File: config.mk
export PLATFORM = sky130hd
export DESIGN_NAME = m_dmem_responder
export DESIGN_NICKNAME = d
export VERILOG_FILES = /design/src/rtl/m_dmem_responder_pkg.sv /design/src/rtl/m_dmem_array.sv /design/src/rtl/m_dmem_responder.sv
export SDC_FILE = /design/constraint.sdc
export NUM_CORES = 2
export LEC_CHECK = 0
export BUFFER_PORTS_ARGS = -buffer_cell sky130_fd_sc_hd__buf_2
export CAP_MARGIN = 20
export CORE_MARGIN = 3
export CORE_UTILIZATION = 40
export DETAILED_ROUTE_END_ITERATION = 8
export HOLD_SLACK_MARGIN = 0.03
export SLEW_MARGIN = 20
export SYNTH_ARGS = -nofsm -noshare
export SYNTH_HDL_FRONTEND = slang
export SYNTH_HIERARCHICAL = 1
export SYNTH_SLANG_ARGS = --single-unit
File: constraint.sdc
create_clock -name w_clock -period 6.3 [get_ports w_clock]
set_input_delay 0.315 -clock w_clock [delete_from_list [all_inputs] [get_ports w_clock]]
set_output_delay 0.315 -clock w_clock [all_outputs]
set_load 0.02 [all_outputs]
File: src/rtl/m_dmem_responder_pkg.sv
// Shared definitions for the handshaked data-memory responder:
// FSM state encoding, default parameter values and address helpers.
package m_dmem_responder_pkg;

    localparam int unsigned DEFAULT_LATENCY    = 2;
    localparam int unsigned DEFAULT_DEPTH_LOG2 = 6;
    localparam int unsigned DATA_W             = 32;

    typedef enum logic [1:0] {
        S_IDLE = 2'd0,
        S_WAIT = 2'd1,
        S_RESP = 2'd2
    } state_e;

    // True when any address bit above the word-index field is set.
    function automatic logic addr_out_of_range(input logic [31:0] addr,
                                               input int unsigned depth_log2);
        return (addr >> (depth_log2 + 2)) != 32'd0;
    endfunction

endpackage

File: src/rtl/m_dmem_array.sv
// Word-addressed data array: synchronous write, asynchronous read.
// Contents start at zero and are deliberately untouched by reset, so
// stores committed before a reset survive it.
module m_dmem_array
    import m_dmem_responder_pkg::*;
#(
    parameter int unsigned DEPTH_LOG2 = DEFAULT_DEPTH_LOG2
) (
    input  logic                  w_clock,
    input  logic                  w_we,
    input  logic [DEPTH_LOG2-1:0] w_waddr,
    input  logic [DATA_W-1:0]     w_wdata,
    input  logic [DEPTH_LOG2-1:0] w_raddr,
    output logic [DATA_W-1:0]     w_rdata
);

    localparam int unsigned DEPTH = 2 ** DEPTH_LOG2;

    logic [DATA_W-1:0] mem [0:DEPTH-1] = '{default: '0};

    // Commit a store on the clock edge it is enabled.
    always_ff @(posedge w_clock) begin
        if (w_we) begin
            mem[w_waddr] <= w_wdata;
        end
    end

    // Read port is combinational so the responder can capture load data
    // on the same edge the request is accepted.
    always_comb begin
        w_rdata = mem[w_raddr];
    end

endmodule

File: src/rtl/m_dmem_responder.sv
// Handshaked data-memory responder: accepts one load/store at a time and
// answers after LATENCY cycles over a valid/ready response channel.
// Optional build macro DMEM_RESPONDER_STATS_EN adds load/store counters.
module m_dmem_responder
    import m_dmem_responder_pkg::*;
#(
    parameter int unsigned LATENCY    = DEFAULT_LATENCY,
    parameter int unsigned DEPTH_LOG2 = DEFAULT_DEPTH_LOG2
) (
    input  logic              w_clock,
    input  logic              w_reset,
    input  logic              w_req_valid,
    output logic              w_req_ready,
    input  logic              w_req_we,
    input  logic [31:0]       w_req_addr,
    input  logic [DATA_W-1:0] w_req_wdata,
    output logic              w_rsp_valid,
    input  logic              w_rsp_ready,
    output logic [DATA_W-1:0] w_rsp_rdata,
    output logic              w_rsp_we,
    output logic              w_rsp_err
`ifdef DMEM_RESPONDER_STATS_EN
    ,
    output logic [31:0]       w_rd_count,
    output logic [31:0]       w_wr_count
`endif
);

    state_e                state_q;
    state_e                state_d;
    logic [7:0]            count_q;
    logic [7:0]            count_d;
    logic [DATA_W-1:0]     rdata_q;
    logic                  we_q;
    logic                  err_q;

    logic                  accept;
    logic                  req_err;
    logic [DEPTH_LOG2-1:0] req_index;
    logic                  mem_we;
    logic [DATA_W-1:0]     mem_rdata;

    assign req_index   = w_req_addr[DEPTH_LOG2+1:2];
    assign req_err     = addr_out_of_range(w_req_addr, DEPTH_LOG2);
    assign w_req_ready = (state_q == S_IDLE);
    assign accept      = w_req_valid & w_req_ready;
    assign mem_we      = accept & w_req_we & ~req_err & ~w_reset;

    assign w_rsp_valid = (state_q == S_RESP);
    assign w_rsp_rdata = rdata_q;
    assign w_rsp_we    = we_q;
    assign w_rsp_err   = err_q;

    m_dmem_array #(
        .DEPTH_LOG2 (DEPTH_LOG2)
    ) u_array (
        .w_clock (w_clock),
        .w_we    (mem_we),
        .w_waddr (req_index),
        .w_wdata (w_req_wdata),
        .w_raddr (req_index),
        .w_rdata (mem_rdata)
    );

    // Next-state and latency-counter logic; response ready is only looked at in RESP.
    always_comb begin
        state_d = state_q;
        count_d = count_q;
        case (state_q)
            S_IDLE: begin
                if (accept) begin
                    if (LATENCY == 1) begin
                        state_d = S_RESP;
                    end else begin
                        count_d = 8'(LATENCY - 1);
                        state_d = S_WAIT;
                    end
                end
            end
            S_WAIT: begin
                count_d = count_q - 8'd1;
                if (count_q == 8'd1) begin
                    state_d = S_RESP;
                end
            end
            S_RESP: begin
                if (w_rsp_ready) begin
                    state_d = S_IDLE;
                end
            end
            default: begin
                state_d = S_IDLE;
                count_d = 8'd0;
            end
        endcase
    end

    // State, counter and captured response fields; response fields only change on acceptance.
    always_ff @(posedge w_clock) begin
        if (w_reset) begin
            state_q <= S_IDLE;
            count_q <= 8'd0;
            rdata_q <= '0;
            we_q    <= 1'b0;
            err_q   <= 1'b0;
        end else begin
            state_q <= state_d;
            count_q <= count_d;
            if (accept) begin
                we_q  <= w_req_we;
                err_q <= req_err;
                if (w_req_we) begin
                    rdata_q <= w_req_wdata;
                end else if (req_err) begin
                    rdata_q <= '0;
                end else begin
                    rdata_q <= mem_rdata;
                end
            end
        end
    end

`ifdef DMEM_RESPONDER_STATS_EN
    // Count accepted loads and stores (error stores included); wraps naturally.
    always_ff @(posedge w_clock) begin
        if (w_reset) begin
            w_rd_count <= 32'd0;
            w_wr_count <= 32'd0;
        end else if (accept) begin
            if (w_req_we) begin
                w_wr_count <= w_wr_count + 32'd1;
            end else begin
                w_rd_count <= w_rd_count + 32'd1;
            end
        end
    end
`endif

endmodule

==> results.txt <==
After detailed routing, the wire length on met1 is 83400 um. TritonCTS built the clock tree. The sink count of the clock tree is 2092, and the placer congestion estimate is 0.801. The clock transition at the register clock pins on the worst setup and hold paths after CTS was 60 ps. The number of endpoints with negative hold slack in the final report was 0.

After detailed routing, the total wire length is 205000 um. The tools report the violation count after the first detailed-routing iteration as 4477. The worst max-slew margin expressed relative to the limit is 0.219.

The area growth from synthesis to layout works out to 13.7%. The startpoint identified for the worst hold timing path is w_req_wdata[7]. Yosys mapped a number of flops with a built-in enable equal to 2048. After detailed routing, the met3 layer carries 14700 um of wire. Detailed placement ended at an HPWL of 115000 um.

The number of buffer cells added on primary ports was 102; the number of setup violations in the final report was 0. The worst-case IR drop observed on VDD is 0.288 mV. Largest stage delay on the critical path: 960 ps. The source of the critical timing path is state_q[1].

The worst slack on hold paths came out at 91.4 ps. For the top-level I/O count, the log shows 105. The path category of the worst min-delay check was in2reg. The initial standard-cell utilization of the core came out at 0.404. In this run the remaining antenna-violating nets after routing total 0.

Entering global routing, the biggest net connects 104 pins. Share of the yosys chip area belonging to registers: 0.779. The power density relative to cell area is 313 mW/mm2. The proportion of register bits with asynchronous set or reset after synthesis was 0. For the worst setup path, the data arrival time is 5390 ps. After clock tree synthesis, the repair step resized 0 gates.

In this run, CTS created clock tree buffers numbering 200. Among the stages of the critical path, the cell type that occurs most often is sky130_fd_sc_hd__buf_4. The clock tree synthesis step divided the H-tree into 4 levels. Once layout is done, the placed cells without fillers occupy 0.0910 mm2. Averaged over all synthesized cells, the footprint is 22.5 um2. The largest individual stage delay along the critical path comes from the cell sky130_fd_sc_hd__nor2_4.

The setup TNS after final layout came out at 0 ps. For the number of buffers added to fix hold violations after cts, the log shows 2. The final net count was 3872; the worst clock skew was 32.0 ps. For this run, design rule violations remaining after detail routing come to 0. The area of the core was 0.198 mm2. For the pin with the worst max-slew slack, the measured transition is 1170 ps. Subtracting the final worst setup slack from the clock period gives 4910 ps.

From left edge to right edge, the die measures 453 um. STA puts the critical path data required time at 6780 ps. The filler-free cell count of the finished design was 6612.

STA classifies the critical path startpoint as a register. The fraction of final layout cells sized beyond drive strength 1 came out at 0.287. The number of distinct standard cells referenced by the synthesized netlist is 43, and the average wire length per cell after detail routing is 31.0 um. Clock tree synthesis selected as its root buffer the cell sky130_fd_sc_hd__clkbuf_16. The logs give 38500 for the overall via count from detail_route and 0 for the final-report max-slew violation count. The overall fraction of global-route tracks in use is 0.200.

The logs give 15 for the initial antenna violation count and 3565 for the synthesized instance count. The Yosys step of the flow raised 6 warnings. Synthesis inferred 2092 register bits. Including well taps, the total number of placed cells is 6237. The run finished with clean final reports. Based on the critical path, the design can be clocked at up to 204 MHz. The number of nets handed over by synthesis was 3636. In this run the post-CTS setup repair buffer count came out at 0. The tools report the total number of placement rows as 163. The topmost layer with routed signal wires is met4. The clock reaches the later pin of the worst-skew pair after 820 ps. The number of detailed-routing iterations run before antenna repair came out at 5. The startpoint identified for the worst register-to-register timing path is state_q[1].

Across the run, the number of max-cap violations was 0. STA classifies the critical path endpoint as a register. The floorplan step set the die height to 453 um. The die covers 0.206 mm2. After global routing the overflow that remains totals 0. The largest fanout on the critical path was 34. The synthesized netlist occupies a cell area of 0.0801 mm2. The primary flip-flop cell chosen by synthesis mapping is sky130_fd_sc_hd__edfxtp_1. Detailed routing placed a total of 99300 um of wire on met2. The part of the cycle the worst path needs is 0.779. The critical path in this run is classified as reg2reg. The run gives 0.0845 mm2 as the cell area reported after detailed placement.

The maximum root-to-sink buffer count is 3. Using the TritonRoute via totals, the vias-per-cell ratio works out to 5.82. In this run the static leakage power is 0.0280 uW. Traced cell by cell, the critical path runs through nor3b_4, and3_1, buf_4, and4b_1, nor2b_1, nand3_1, nor2_4, buf_4.

Setup repair after global routing left no endpoint under its margin. The first global-routing pass estimated 292000 um of wire. Number of global-route vias before repair: 38900.
## placed cells by master, fill, tap and decap left out, types with 44 or more instances in the layout
master / synthesis / routed
sky130_fd_sc_hd__o22ai_1: 84 / 84
sky130_fd_sc_hd__nor2_4: 0 / 62
sky130_fd_sc_hd__clkbuf_1: 96 / 49
sky130_fd_sc_hd__clkbuf_16: 0 / 206
sky130_fd_sc_hd__buf_2: 58 / 97
sky130_fd_sc_hd__mux2i_1: 93 / 93
sky130_fd_sc_hd__buf_4: 27 / 132
sky130_fd_sc_hd__nand2_1: 61 / 60
sky130_fd_sc_hd__a21oi_1: 76 / 76
sky130_fd_sc_hd__dfxtp_1: 44 / 44
sky130_fd_sc_hd__edfxtp_1: 2048 / 2048
sky130_fd_sc_hd__nor2_1: 152 / 90
sky130_fd_sc_hd__mux4_2: 544 / 544
## power by group
part | switching [uW] | internal [uW] | total [uW]
Sequential | 20.6 | 15300 | 15300
Combinational | 925 | 490 | 1410
Clock | 5050 | 6760 | 11800
## worst max-delay path, delay by kind of cell, from the launching register on
family,cells,cell delay [ps]
and+or+nand+nor,6,3290
buffers and inverters,2,810
DFF,1,390
## final timing paths
path / end / slack, ps / depth (start not counted)
worst min-delay path: u_array/mem[9][7] / 90 / 1
worst min register to register: w_rsp_we / 460 / 2
worst max-delay path: u_array/mem[6][11] / 1390 / 8
worst max register to register: u_array/mem[6][11] / 1390 / 8
## flip-flops by register name, summed over array words and instances, names as in the netlist
name	cells
w_rsp_rdata	32
w_rsp_err	1
u_array/mem	2048
w_rsp_we	1
state_q	2
count_q	8
## through the flow
step            util  power (uW)  setup WS, ps
2_1_floorplan      -       16400          1810
3_3_place_gp   0.426       17000          1450
3_5_place_dp   0.427       17000          1470
4_1_cts        0.459       28800          1480
5_1_grt        0.459       29400          1330
6_report       0.459       28500          1390
## synthesized netlist by cell type, types with 9 or more instances
cell / n / area share
sky130_fd_sc_hd__clkbuf_1: 96 / 0.0045
sky130_fd_sc_hd__nor2b_1: 15 / 0.0012
sky130_fd_sc_hd__edfxtp_1: 2048 / 0.77
sky130_fd_sc_hd__buf_4: 27 / 0.0025
sky130_fd_sc_hd__o22ai_1: 84 / 0.0066
sky130_fd_sc_hd__mux4_2: 544 / 0.15
sky130_fd_sc_hd__nand2b_1: 9 / 0.00070
sky130_fd_sc_hd__buf_1: 21 / 0.00098
sky130_fd_sc_hd__buf_6: 9 / 0.0013
sky130_fd_sc_hd__nor3_1: 10 / 0.00063
sky130_fd_sc_hd__nor2_1: 152 / 0.0071
sky130_fd_sc_hd__nand3_1: 41 / 0.0026
sky130_fd_sc_hd__buf_2: 58 / 0.0036
sky130_fd_sc_hd__dfxtp_1: 44 / 0.011
sky130_fd_sc_hd__nand2_1: 61 / 0.0029
sky130_fd_sc_hd__a22oi_1: 12 / 0.0011
sky130_fd_sc_hd__a31oi_1: 33 / 0.0026
sky130_fd_sc_hd__o221ai_1: 27 / 0.0030
sky130_fd_sc_hd__mux2i_1: 93 / 0.012
sky130_fd_sc_hd__a21oi_1: 76 / 0.0048
sky130_fd_sc_hd__nand4b_1: 34 / 0.0037
## area by class of cell
type | instances | area, um2
sequential | 2092 | 62400
clock buffer | 259 | 5390
multi-input combinational | 1257 | 17100
timing repair buffer | 245 | 1740
clock inverter | 103 | 1010
tap | 2640 | 3300
inverter | 5 | 18.8
fill | 16500 | 107000
antenna | 11 | 27.5
## metal layers
layer | up-vias | global-route usage
li1 | 15700 | -
met1 | 21000 | 0.277
met2 | 1460 | 0.319
met3 | 321 | 0.0381
met4 | 0 | 0.0689
met5 | - | 0
## kinds of logic (layout without fill, tap and decap cells)
group,count (synthesis),after routing,share of synthesized area
AOI/OAI and AO/OA,255,255,0.0203
buffers and inverters,216,612,0.0131
DFF,2092,2092,0.779
adders and majority gates,2,2,0.000313
muxes,637,637,0.165
other,0,11,0
and+or+nand+nor,363,363,0.0225
No activity file was read; power rests on OpenSTA's default activity.
